--- src/rtl/regfile_pkg.sv ---
// Shared constants for the register-file writeback arbiter:
// data/address widths, requester indices and the round-robin pointer encoding.
package regfile_pkg;

  localparam int DATA_W     = 16;
  localparam int REG_ADDR_W = 2;

  // Bit positions of each requester in request/grant vectors
  localparam int REQ_ALU = 0;
  localparam int REQ_MEM = 1;

  // Which requester wins when both ask in the same cycle
  typedef enum logic {
    PTR_ALU = 1'b0,
    PTR_MEM = 1'b1
  } rr_ptr_e;

endpackage

--- src/rtl/rr_arbiter2.sv ---
// Two-requester round-robin arbiter with one-hot grants.
// A lone request always wins. When both requests are present, the pointer
// chooses the winner, and the pointer then moves to the other requester.
// Nothing is granted while hold is high or while reset is asserted.
module rr_arbiter2
  import regfile_pkg::*;
(
  input  logic       clk,
  input  logic       rst,
  input  logic       hold,
  input  logic [1:0] req,
  output logic [1:0] grant
);

  rr_ptr_e ptr_reg;

  // Combinational grant from requests, hold, reset and the pointer
  always_comb begin
    grant = 2'b00;
    if (rst && !hold) begin
      if (req[REQ_ALU] && req[REQ_MEM]) begin
        if (ptr_reg == PTR_MEM) begin
          grant[REQ_MEM] = 1'b1;
        end else begin
          grant[REQ_ALU] = 1'b1;
        end
      end else begin
        grant = req;
      end
    end
  end

  // Point to the requester that did not win; keep the pointer when idle
  always_ff @(posedge clk or negedge rst) begin
    if (!rst) begin
      ptr_reg <= PTR_ALU;
    end else if (grant[REQ_ALU]) begin
      ptr_reg <= PTR_MEM;
    end else if (grant[REQ_MEM]) begin
      ptr_reg <= PTR_ALU;
    end
  end

endmodule

--- src/rtl/regfile_wb_arbiter.sv ---
// Writeback arbiter in front of the register file write port.
// Arbitrates the ALU and load-unit writeback channels, registers the winner
// into a one-cycle output stage, flags read-after-write hazards for decode,
// and counts committed writes.
module regfile_wb_arbiter
  import regfile_pkg::*;
#(
  parameter int W = DATA_W
) (
  input  logic                  clk,
  input  logic                  rst,
  input  logic                  hold,
  input  logic                  alu_valid,
  input  logic [REG_ADDR_W-1:0] alu_dest,
  input  logic [W-1:0]          alu_data,
  output logic                  alu_ready,
  input  logic                  mem_valid,
  input  logic [REG_ADDR_W-1:0] mem_dest,
  input  logic [W-1:0]          mem_data,
  output logic                  mem_ready,
  output logic                  write_enable,
  output logic [REG_ADDR_W-1:0] write_destination,
  output logic [W-1:0]          write_data,
  input  logic [REG_ADDR_W-1:0] read_sources_1,
  input  logic [REG_ADDR_W-1:0] read_sources_2,
  output logic                  stall,
  output logic [15:0]           wr_count
);

  logic [1:0]            req;
  logic [1:0]            grant;
  logic                  we_reg;
  logic [REG_ADDR_W-1:0] dest_reg;
  logic [W-1:0]          data_reg;
  logic [15:0]           count_reg;
  logic                  alu_pending;
  logic                  mem_pending;

  assign req[REQ_ALU] = alu_valid;
  assign req[REQ_MEM] = mem_valid;

  rr_arbiter2 u_arb (
    .clk  (clk),
    .rst  (rst),
    .hold (hold),
    .req  (req),
    .grant(grant)
  );

  // A grant is only ever issued to a valid channel, so ready == transfer
  assign alu_ready = grant[REQ_ALU];
  assign mem_ready = grant[REQ_MEM];

  // Output stage: capture the granted write; dest/data hold when idle
  always_ff @(posedge clk or negedge rst) begin
    if (!rst) begin
      we_reg   <= 1'b0;
      dest_reg <= '0;
      data_reg <= '0;
    end else begin
      we_reg <= |grant;
      if (grant[REQ_ALU]) begin
        dest_reg <= alu_dest;
        data_reg <= alu_data;
      end else if (grant[REQ_MEM]) begin
        dest_reg <= mem_dest;
        data_reg <= mem_data;
      end
    end
  end

  // Count every write presented to the register file, wrapping at 16 bits
  always_ff @(posedge clk or negedge rst) begin
    if (!rst) begin
      count_reg <= '0;
    end else if (we_reg) begin
      count_reg <= count_reg + 16'd1;
    end
  end

  // A channel still waiting to write will change its dest register later
  assign alu_pending = alu_valid && !grant[REQ_ALU];
  assign mem_pending = mem_valid && !grant[REQ_MEM];

  // Hazard when a decode source matches the staged write or a pending request
  always_comb begin
    stall = 1'b0;
    if (we_reg && (read_sources_1 == dest_reg || read_sources_2 == dest_reg)) begin
      stall = 1'b1;
    end
    if (alu_pending && (read_sources_1 == alu_dest || read_sources_2 == alu_dest)) begin
      stall = 1'b1;
    end
    if (mem_pending && (read_sources_1 == mem_dest || read_sources_2 == mem_dest)) begin
      stall = 1'b1;
    end
  end

  assign write_enable      = we_reg;
  assign write_destination = dest_reg;
  assign write_data        = data_reg;
  assign wr_count          = count_reg;

endmodule
--- config.mk ---
export PLATFORM = sky130hd
export DESIGN_NAME = regfile_wb_arbiter
export DESIGN_NICKNAME = d
export VERILOG_FILES = /design/src/rtl/regfile_pkg.sv /design/src/rtl/rr_arbiter2.sv /design/src/rtl/regfile_wb_arbiter.sv
export SDC_FILE = /design/constraint.sdc
export NUM_CORES = 1
export LEC_CHECK = 0
export BUFFER_PORTS_ARGS = -buffer_cell sky130_fd_sc_hd__buf_2
export CAP_MARGIN = 20
export CORE_MARGIN = 1
export CORE_UTILIZATION = 42
export DETAILED_ROUTE_END_ITERATION = 8
export GPL_ROUTABILITY_DRIVEN = 0
export PLACE_DENSITY = 0.87
export SLEW_MARGIN = 30
export SYNTH_ARGS = -nofsm -noshare
export SYNTH_HDL_FRONTEND = slang
export SYNTH_HIERARCHICAL = 1
export SYNTH_SLANG_ARGS = --single-unit
--- constraint.sdc ---
create_clock -name clk -period 1.3 [get_ports clk]
set_clock_uncertainty 0.2 [all_clocks]
set_input_delay 0.13 -clock clk [delete_from_list [all_inputs] [get_ports clk]]
set_output_delay 0.13 -clock clk [all_outputs]
set_load 0.01 [all_outputs]
# --- After elaboration in Yosys (flattened, before gate mapping) ---
# Cells that the tools add are included.
totals:
  regBits: 36
  output_inout_bits: 38
  elab_cells: 40
  in_bits: 45
classes:
  eq_ne: 6
  muxes: 13
  addsub: 1
  n_reduce_logical: 15
op_table:
  columns: ["cell", "n"]
  rows:
  - ["two-way mux 16 bit", 2]
  - ["adder 16 x 1 -> 16 bit, second input constant", 1]
  - ["== test 2 bit", 6]
  - ["two-way mux 2 bit", 4]
  - ["logical AND 1 bit", 7]
  - ["two-way mux 1 bit", 7]
  - ["zero test 1 bit", 3]
  - ["logical OR 1 bit", 3]
  - ["nonzero test 2 bit", 1]
  - ["OR reduction 2 bit", 1]

# --- Depth between registers and ports, before layout ---
# Gate-level depths: netlist of the first run.
depth:
  word_depth: 8
  depth_mapped: 6
  mapped_depth_nobuf: 5

# --- Cells and area by module ---
# The synthesis of the first run kept the hierarchy.
modules_own_cells:
  columns: ["mod", "area_each_um2", "n_inst", "cells_per_inst", "seq_area_each_um2"]
  rows:
  - ["regfile_wb_arbiter", 1697.9, 1, 154, 875.8]
  - ["rr_arbiter2", 68.8, 1, 8, 25.0]

# --- Least setup slack after synthesis of the first run ---
# Ideal clock, no wire load.
synth_timing:
  path_kind: "reg2reg"
  from: "register u_arb.ptr_reg"
  to: "register data_reg[14] (netlist: write_data[14])"
  required_ns: 0.964
  path_buffers: 2
  path_slack_ns: -0.326
  t_arrival_ns: 1.290
  path_stages_with_launch: 5
  period_less_slack_ns: 1.626
  setup_time_ns: 0.136
  path_cell_list: "dfrtp_1 a21oi_1 clkbuf_1 clkbuf_1 o21ai_0"
synth_via:
  elab_chain_cells: 4
  elab_cells_between_ends: 6
  classes_between: "mux: 5; reduce/logical: 1"
synth_lines:
  columns: ["element", "line", "source"]
  rows:
  - ["from (decl)", "rr_arbiter2.sv:15", "rr_ptr_e ptr_reg;"]
  - ["from (signal assigned)", "rr_arbiter2.sv:36", "ptr_reg <= PTR_ALU;"]
  - ["from (signal assigned)", "rr_arbiter2.sv:38", "ptr_reg <= PTR_MEM;"]
  - ["from (signal assigned)", "rr_arbiter2.sv:40", "ptr_reg <= PTR_ALU;"]
  - ["two-way mux 1 bit (*)", "rr_arbiter2.sv:22", "if (ptr_reg == PTR_MEM) begin"]
  - ["two-way mux 2 bit (*)", "rr_arbiter2.sv:21", "if (req[REQ_ALU] && req[REQ_MEM]) begin"]
  - ["two-way mux 2 bit (*)", "rr_arbiter2.sv:20", "if (rst && !hold) begin"]
  - ["named net alu_ready", "regfile_wb_arbiter.sv:16", "output logic alu_ready,"]
  - ["two-way mux 16 bit / nonzero test 2 bit (equally long branches)", null, null]
  - ["to (signal assigned)", "regfile_wb_arbiter.sv:64", "data_reg <= alu_data;"]
  - ["to (signal assigned)", "regfile_wb_arbiter.sv:67", "data_reg <= mem_data;"]
  - ["to (decl)", "regfile_wb_arbiter.sv:34", "logic [W-1:0] data_reg;"]
# The timed path passes the listed nets; every way through them passes the cells marked *.
# A chain may end at the register's enable or synchronous reset.

# --- Final worst setup path of the first run ---
layout_timing:
  from: "register dest_reg[0] (netlist: write_destination[0])"
  to: "output port stall"
layout_via:
  elab_chain_cells: 6
  elab_cells_between_ends: 7
  classes_between: "eq/ne: 2; mux: 3; reduce/logical: 2"
layout_lines:
  columns: ["element", "line", "source"]
  rows:
  - ["from (decl)", "regfile_wb_arbiter.sv:33", "logic [REG_ADDR_W-1:0] dest_reg;"]
  - ["from (signal assigned)", "regfile_wb_arbiter.sv:63", "dest_reg <= alu_dest;"]
  - ["from (signal assigned)", "regfile_wb_arbiter.sv:66", "dest_reg <= mem_dest;"]
  - ["== test 2 bit", "regfile_wb_arbiter.sv:88", "if (we_reg && (read_sources_1 == dest_reg || read_sources_2 == dest_reg)) begin"]
  - ["logical OR 1 bit (*)", "regfile_wb_arbiter.sv:88", null]
  - ["logical AND 1 bit (*)", "regfile_wb_arbiter.sv:88", null]
  - ["two-way mux 1 bit (*)", "regfile_wb_arbiter.sv:88", null]
  - ["two-way mux 1 bit (*)", "regfile_wb_arbiter.sv:91", "if (alu_pending && (read_sources_1 == alu_dest || read_sources_2 == alu_dest)) begin"]
  - ["two-way mux 1 bit (*)", "regfile_wb_arbiter.sv:94", "if (mem_pending && (read_sources_1 == mem_dest || read_sources_2 == mem_dest)) begin"]
  - ["to (decl)", "regfile_wb_arbiter.sv:26", "output logic stall,"]
# Mark *: on every way between the ends. The rest lies on a longest branch, timed or not.

==> metrics.md, run 1 <==
| Metric | Value |
|---|---|
| Status | finished with violations |
| Failing checks | negative setup slack |
| Static Leak | about 0.0016 uW |
| Internal power | 2730 uW |
| Routed vias | 1957 |
| GRT Residual Overflow | 0 |
| Final Critical Period | 1770 ps |
| Hold Vio Cnt, Final | 0 |
| Setup crit start kind | flip-flop |
| HPWL after detailed placement | 3.24 mm |
| Relative slew slack | 0.743 |
| Fraction of layout cells with a size suffix above 1 | 0.476 |
| Final setup margin | -465 ps |
| Post-synth EDFFs | 0 |
| Die ar. | 4470 sq um |
| Sw frac | 0.321 |
| Flop2flop setup slack | -270 ps |
| TritonRoute pass-1 iters | 4 |
| Worst skew pair latency | 280 ps |
| Initial drt markers | 98 |
| Fillers | 211 |
| Routed len/inst | 17.3 um |
| Worst Tran Pin Value | 386 ps |
| WP buf/inv | 1 |
| Syn Std Cell Area | 1770 sq um |
| Final #Nets | 377 |
| Largest net degree at the start of global routing | 30 |
| Post-Synthesis Cells | 162 |
| Clock power frac | 0.199 |
| Reg2reg end | write_data[3] |
| CP top delay family | flip-flops |
| RSZ-0062 raised after global routing | yes |
| Post-DRT Antenna Nets | 0 |
| Sequential share of power | 0.390 |
| DIE HEIGHT | 66.9 um |
| CP endpoint kind | primary output |
| Vias in the first global route | 1943 |
| Total GRT Usage | 0.279 |
| Final worst path period share | 1.36 |
| Root buffer selected by CTS | clkbuf_8 |
| Initial Utilization | 0.439 |
| First-pass GRT wire length | around 9.1 mm |
| Setup violators final | 37 |
| Post-Syn Area per Cell | roughly 11 sq um |
| CP max FO | 3 |
| Max-slew violation count | 0 |
| R2R depth | 7 |
| Crit path DAT | 1440 ps |
| Fmax achieved | about 0.57 GHz |
| ANT cells | 0 |
| TritonCTS Buffers | 5 |
| Clk buf depth | 2 |
| WP data required | approximately 970 ps |
| Crit path cell chain | xor2_1, o22ai_1, a32oi_1, nand2_1, buf_6 |
| Async SR Flop Fraction | 1.00 |
| Syn_nets | ~210 |
| Slowest Stage Delay on Critical Path | 420 ps |
| TritonCTS Sinks | 36 |
| Netlist cell types | 26 |
| CP max stage cell | dfrtp_1 |
| Setup WS pre-CTS | -232 ps |
| Yosys synthesis warning count | 6 |
| CTS tree | done |
| I/O Pins | 83 |
| Critical path class | flip-flop to primary output |
| Clock transition at the registers of the reported paths | 70 ps |
| Most used DFF post-synth | dfrtp_1 |
| Comb pwr share | 0.410 |
| Vias per cell | 5.12 |
| Switching power | 1290 uW |
| Initial antenna violation count | 0 |
| Die width | 66.9 um |
| Core area | 4030 sq um |
| Max-cap violations | 0 |
| Area Overhead vs Synth | 88.8% |
| Seq cells post-synth | 36 |
| Row Count | 23 |
| Final wirelength | around 6.6 mm |
| Final Power | between 4000 and 5000 uW |
| H-tree levels | 2 |
| IO Port Bufs | 82 |
| Hold Crit Class | input port to async pin |
| PwrDens | 1210 nW/um^2 |
| R2r startpoint | u_arb/ptr_reg |
| Sequential element share of the synthesized area | 0.510 |
| VDD IR max | 813 uV |
| Detailed-route DRC error count | 0 |
[logic make-up (layout without fill, tap and decap cells)]
logic type | after synthesis | in the layout | share of synthesized area
XOR/XNOR | 27 | 27 | 0.138
multiplexers | 19 | 19 | 0.108
adder cells (fa/ha/maj) | 1 | 1 | 0.00708
buffers and inverters | 9 | 179 | 0.0205
flip-flops | 36 | 36 | 0.510
AO/OA/AOI/OAI | 25 | 25 | 0.0751
AND/OR/NAND/NOR | 45 | 45 | 0.141
[per-stage QoR]
stage               TNS [ps]   util  instances  instance area, sq um  hold slack, ps
global route           -9480  0.828        382                  3340            39.7
finish                 -7020  0.828        382                  3340            31.6
global placement       -2320  0.612        316                  2470           -88.2
detailed placement     -3410  0.612        316                  2470           -73.1
CTS                    -7390  0.792        375                  3190            65.5
floorplan              -2370      -        162                  1840            -366
[power groups by stage]
stage                     clock (uW)  combinational, uW  sequential, uW
final                            801               1650            1570
after global routing             870               1780            1590
after CTS                        817               1430            1540
after detailed placement           0               1120            1520
after global placement             0               1080            1510
after floorplan                    0                381            1670
[area by class of cell]
type	count	area (sq um)	area share
Clock buffer	8	90.1	0.0270
Inverter	3	11.3	0.00338
Multi-Input combinational cell	117	898	0.269
Sequential cell	36	906	0.272
Tap cell	50	62.6	0.0188
Timing Repair Buffer	168	1370	0.410
[placed cells by master (no fill, tap or decap), types with 3 or more instances in the layout]
cell | Yosys | final
o22ai_1 | 3 | 3
buf_6 | 0 | 39
nand3b_1 | 3 | 3
nand2_1 | 23 | 22
o21ai_1 | 0 | 18
buf_2 | 2 | 69
mux2i_1 | 18 | 17
clkbuf_8 | 0 | 6
dlygate4sd3_1 | 0 | 38
buf_4 | 0 | 19
xnor2_1 | 10 | 10
and3_4 | 3 | 4
xor2_1 | 16 | 15
dfrtp_1 | 36 | 32
nand4_1 | 5 | 5
dfrtp_2 | 0 | 4
[Yosys cell counts (all sizes together), types with 2 or more instances]
master / instances / area share
nand2: 23 / 0.049
nor2: 2 / 0.0043
xnor2: 10 / 0.050
nand3b: 3 / 0.013
a21oi: 3 / 0.0085
and4: 2 / 0.0099
and3: 4 / 0.023
o21ai: 18 / 0.051
buf: 2 / 0.0057
clkbuf: 4 / 0.0085
o22ai: 3 / 0.011
xor2: 17 / 0.089
nand4: 5 / 0.018
nand3: 2 / 0.0057
inv: 3 / 0.0064
dfrtp: 36 / 0.51
mux2i: 18 / 0.10
[layer usage]
layer  vias up  GRT usage  wire [um]
li1        893          -          -
met1       958      0.300       2560
met2        88      0.539       3550
met3        18     0.0497        285
met4         0     0.0931        233
met5         -          0          0
[worst min-delay path: cells and delay by family]
family,cells,cell delay (ps)
buffers and inverters,3,800
[timing repair]
action,in CTS,in global routing
pin swaps,26,16
setup buffers,12,11
gates cloned,1,0
hold endpoints to repair,55,7
setup endpoints to repair,41,52
gates resized for setup,33,23
hold buffers,38,1
[worst max path at each step]
| stage | start | endpoint | slack (ps) | depth (start not counted) |
|---|---|---|---|---|
| floorplan | wr_count[1] | wr_count[8] | -240 | 5 |
| global placement | wr_count[1] | wr_count[8] | -150 | 5 |
| detailed placement | wr_count[1] | wr_count[8] | -230 | 5 |
| CTS | write_destination[1] | stall | -370 | 5 |
| global route | write_destination[0] | stall | -540 | 5 |
| finish | write_destination[0] | stall | -470 | 5 |
No activity file was read; power rests on OpenSTA's default activity.
==> run 2: changes to the inputs <==
SYNTH_HIERARCHICAL = default   (was 1)
==> metrics.md, run 2 <==
| Metric | Value |
|---|---|
| Hold Slack | 8.87 ps (-22.7 ps) |
| Final #Nets | 371 (-1.6%) |
| GRT Residual Overflow | 0 (unchanged) |
| Status | finished with violations |
| Netlist cell types | 25 (-3.8%) |
| Clock transition at the registers of the reported paths | 70 ps (about the same) |
| CP max stage cell | dfrtp_1 |
| Synth area leader | dfrtp_1 |
| IO Port Bufs | 82 (unchanged) |
| Commonest non-fill, non-tap cell in the layout | buf_2 |
| Post-DRT Antenna Nets | 0 (unchanged) |
| Internal power | 2880 uW (+5.5%) |
| First-pass GRT wire length | 8.45 mm (-6.8%) |
| Clk buf depth | 2 (unchanged) |
| Reg2reg end | write_data[15] |
| CP Depth | 5 (unchanged) |
| TritonCTS Buffers | 5 (unchanged) |
| Worst skew pair latency | 290 ps (about the same) |
| Setup crit start kind | flip-flop |
| Final Critical Period | 1660 ps (-101 ps) |
| Crit path cell chain | xor2_1, o22ai_1, a32oi_1, nand2_1, buf_2 |
| CP top delay family | flip-flops |
| Metal-1 WL | 2.06 mm (-19%) |
| Total GRT Usage | 0.257 (-0.0224) |
| Fin area | 3360 sq um (+0.75%) |
| Post-DP Area | 2470 sq um (+0.20%) |
| Static Leak | 0.00164 uW (+2.1%) |
| Hold Crit Class | input port to flip-flop |
| Met2 routed WL | 3.20 mm (-9.8%) |
| Row Count | 23 (unchanged) |
| Yosys top cell area share | 0.501 (-0.00922) |
| Root buffer selected by CTS | clkbuf_8 |
| Die width | 67.5 um (+0.89%) |
| Initial drt markers | 60 (-39%) |
| WP data required | 970 ps (about the same) |
| Largest family of logic cells by synthesized area | simple AND/OR/NAND/NOR gates |
| Post-Synthesis Cells | 166 (+2.5%) |
| R2r startpoint | u_arb.ptr_reg |
| CP endpoint kind | primary output |
| Post-Syn Area per Cell | 10.8 sq um (-0.61%) |
| TritonRoute pass-1 iters | 4 (unchanged) |
| Adder-cell share of the synthesized area | 0.00695 (-0.000128) |
| Critical path origin | write_destination[1] |
| Post-synthesis mux area share | 0.106 (-0.00196) |
| VDD IR max | 750 uV (-7.7%) |
| Clock power frac | 0.265 (+0.066) |
| Initial antenna violation count | 0 (unchanged) |
| Largest net degree at the start of global routing | 37 (+23%) |
| Most frequent cells in the layout | buf_2, dlygate4sd3_1, dfrtp_1, buf_6, nand2_1 |
| Routed vias | 1822 (-6.9%) |
| Post-synth EDFFs | 0 (unchanged) |
| DIE HEIGHT | 67.5 um (+0.89%) |
| Main area contributors after synthesis | dfrtp_1, mux2i_1, xor2_1, nand2_1, xnor2_1 |
| I/O Pins | 83 (unchanged) |
| ANT cells | 0 (unchanged) |
| Final wirelength | 5.59 mm (-16%) |
| Relative slew slack | 0.694 (-0.0488) |
| Crit path DAT | 1330 ps (-110 ps) |
| Setup violators final | 37 (unchanged) |
| Slowest Stage Delay on Critical Path | 420 ps (about the same) |
| CTS tree | done |
| TritonCTS Sinks | 36 (unchanged) |
| Final setup margin | -365 ps (+101 ps) |
| Switching power | 1190 uW (-8.1%) |
| Sequential share of power | 0.364 (-0.026) |
| Yosys synthesis warning count | 0 (-6) |
| Syn Std Cell Area | 1800 sq um (+1.8%) |
| Simple-gate area share of the yosys netlist | 0.143 (+0.00162) |
| WP buf/inv | 1 (unchanged) |
| H-tree levels | 2 (unchanged) |
| Comb pwr share | 0.371 (-0.039) |
| Core area | 4060 sq um (+0.71%) |
| Initial Utilization | 0.443 (+0.00491) |
| Most frequent cell after synthesis | dfrtp_1 |
| Failing checks | negative setup slack |
| Detailed-route DRC error count | 0 (unchanged) |
| Async SR Flop Fraction | 1.00 (unchanged) |
| Routed len/inst | 14.9 um (-14%) |
| Post-synthesis compound-gate area fraction | 0.0744 (-0.000662) |
| Post-synthesis xor/xnor area fraction | 0.131 (-0.00667) |
| Fmax achieved | 0.601 GHz (+6.1%) |
| Fraction of layout cells with a size suffix above 1 | 0.497 (+0.0210) |
| Sequential element share of the synthesized area | 0.501 (-0.00922) |
| Setup_tns | -6090 ps (+930 ps) |
| Sw frac | 0.292 (-0.0294) |
| Seq cells post-synth | 36 (unchanged) |
| Area Overhead vs Synth | 86.8% |
| Critical path class | flip-flop to primary output |
| Final worst path period share | 1.28 (-0.0775) |
| Most used DFF post-synth | dfrtp_1 |
| Highest routed layer | met4 |
| CP max FO | 3 (unchanged) |
| Top post-synthesis cells by count | dfrtp_1, nand2_1, mux2i_1, o21ai_1, xor2_1 |
| Die ar. | 4550 sq um (+1.8%) |
| Vias per cell | 4.85 (-5.4%) |
| Flop2flop setup slack | -240 ps (+30 ps) |
| Vias in the first global route | 1922 (-1.1%) |
| RSZ-0062 raised after global routing | yes |
| PwrDens | 1210 nW/um^2 (+0.38%) |
| Met3 routed WL | 221 um (-22%) |
| R2R depth | 6 (-1) |
| Max-cap violations | 0 (unchanged) |
| Worst Tran Pin Value | 459 ps (+73.2 ps) |
| Syn_nets | 212 (+1.9%) |
| Hold Vio Cnt, Final | 0 (unchanged) |
| HPWL after detailed placement | 3.07 mm (-5.4%) |
| Max-slew violation count | 0 (unchanged) |
| Worst Setup EP | stall |
## run 2: cell types whose count changed after synthesis, moves of 3 or more
cell,previous run,this run
and3_4,3,0
nand3_1,2,6
o21ai_0,18,0
and3_1,0,3
o21ai_1,0,18
nand3b_1,3,0
a21oi_1,3,0
nand2_1,23,28
## run 2: tightest hold or removal path, cell delays in order
cell     delay [ps]
buf_2           120
mux2i_1          70
o21ai_1         130
## run 2: power by group through the flow
stage / Sequential (uW) / Combinational [uW] / Clock [uW]
after CTS: 1480 / 1380 / 1090
final: 1480 / 1510 / 1080
after global routing: 1500 / 1630 / 1130
after floorplan: 1590 / 354 / 0
after detailed placement: 1490 / 984 / 0
after global placement: 1480 / 953 / 0
## run 2: area by class of cell
class                      count  area (sq um)
timing repair buffer         159          1300
multi-input combinational    120           956
tap                           50          62.6
sequential                    36           905
clock buffer                   7          96.3
inverter                       3          11.3
fill                         227           697
clock inverter                 1          30.0
## run 2: routing by layer
metal	vias up	global-route usage
met5	-	0
met4	0	0.122
met3	12	0.0625
met2	65	0.490
met1	863	0.257
li1	882	-
## run 2: stage by stage
stage,worst slack [ps],power (uW),util,cells
final,-365,4070,0.828,376
after global routing,-448,4270,0.828,376
after CTS,-339,3950,0.797,372
after detailed placement,-181,2470,0.609,318
after global placement,-124,2430,0.609,318
after floorplan,-147,1950,-,166
## run 2: repair_timing
| item | in CTS | in global routing |
|---|---|---|
| setup endpoints to repair | 40 | 47 |
| hold endpoints to repair | 53 | 0 |
| gates cloned | 1 | 0 |
| hold buffers | 34 | 0 |
| pin swaps | 26 | 13 |
| setup buffers | 11 | 13 |
| resized for setup | 35 | 28 |
## run 2: logic make-up after synthesis
family                   Yosys count
buffers and inverters             10
AO/OA/AOI/OAI                     24
XOR/XNOR                          27
flip-flops                        36
AND/OR/NAND/NOR                   49
multiplexers                      19
adder cells (fa/ha/maj)            1
## run 2: how the worst min path moves through the flow
| stage | startpoint | depth (start not counted) | slack (ps) | endpoint |
|---|---|---|---|---|
| floorplan | rst | 0 | -370 | u_arb.ptr_reg |
| global placement | rst | 2 | 7 | wr_count[3] |
| detailed placement | rst | 2 | 10 | wr_count[3] |
| CTS | mem_dest[0] | 3 | 2 | write_destination[0] |
| global route | alu_dest[1] | 3 | 40 | write_destination[1] |
| finish | mem_dest[0] | 3 | 9 | write_destination[0] |
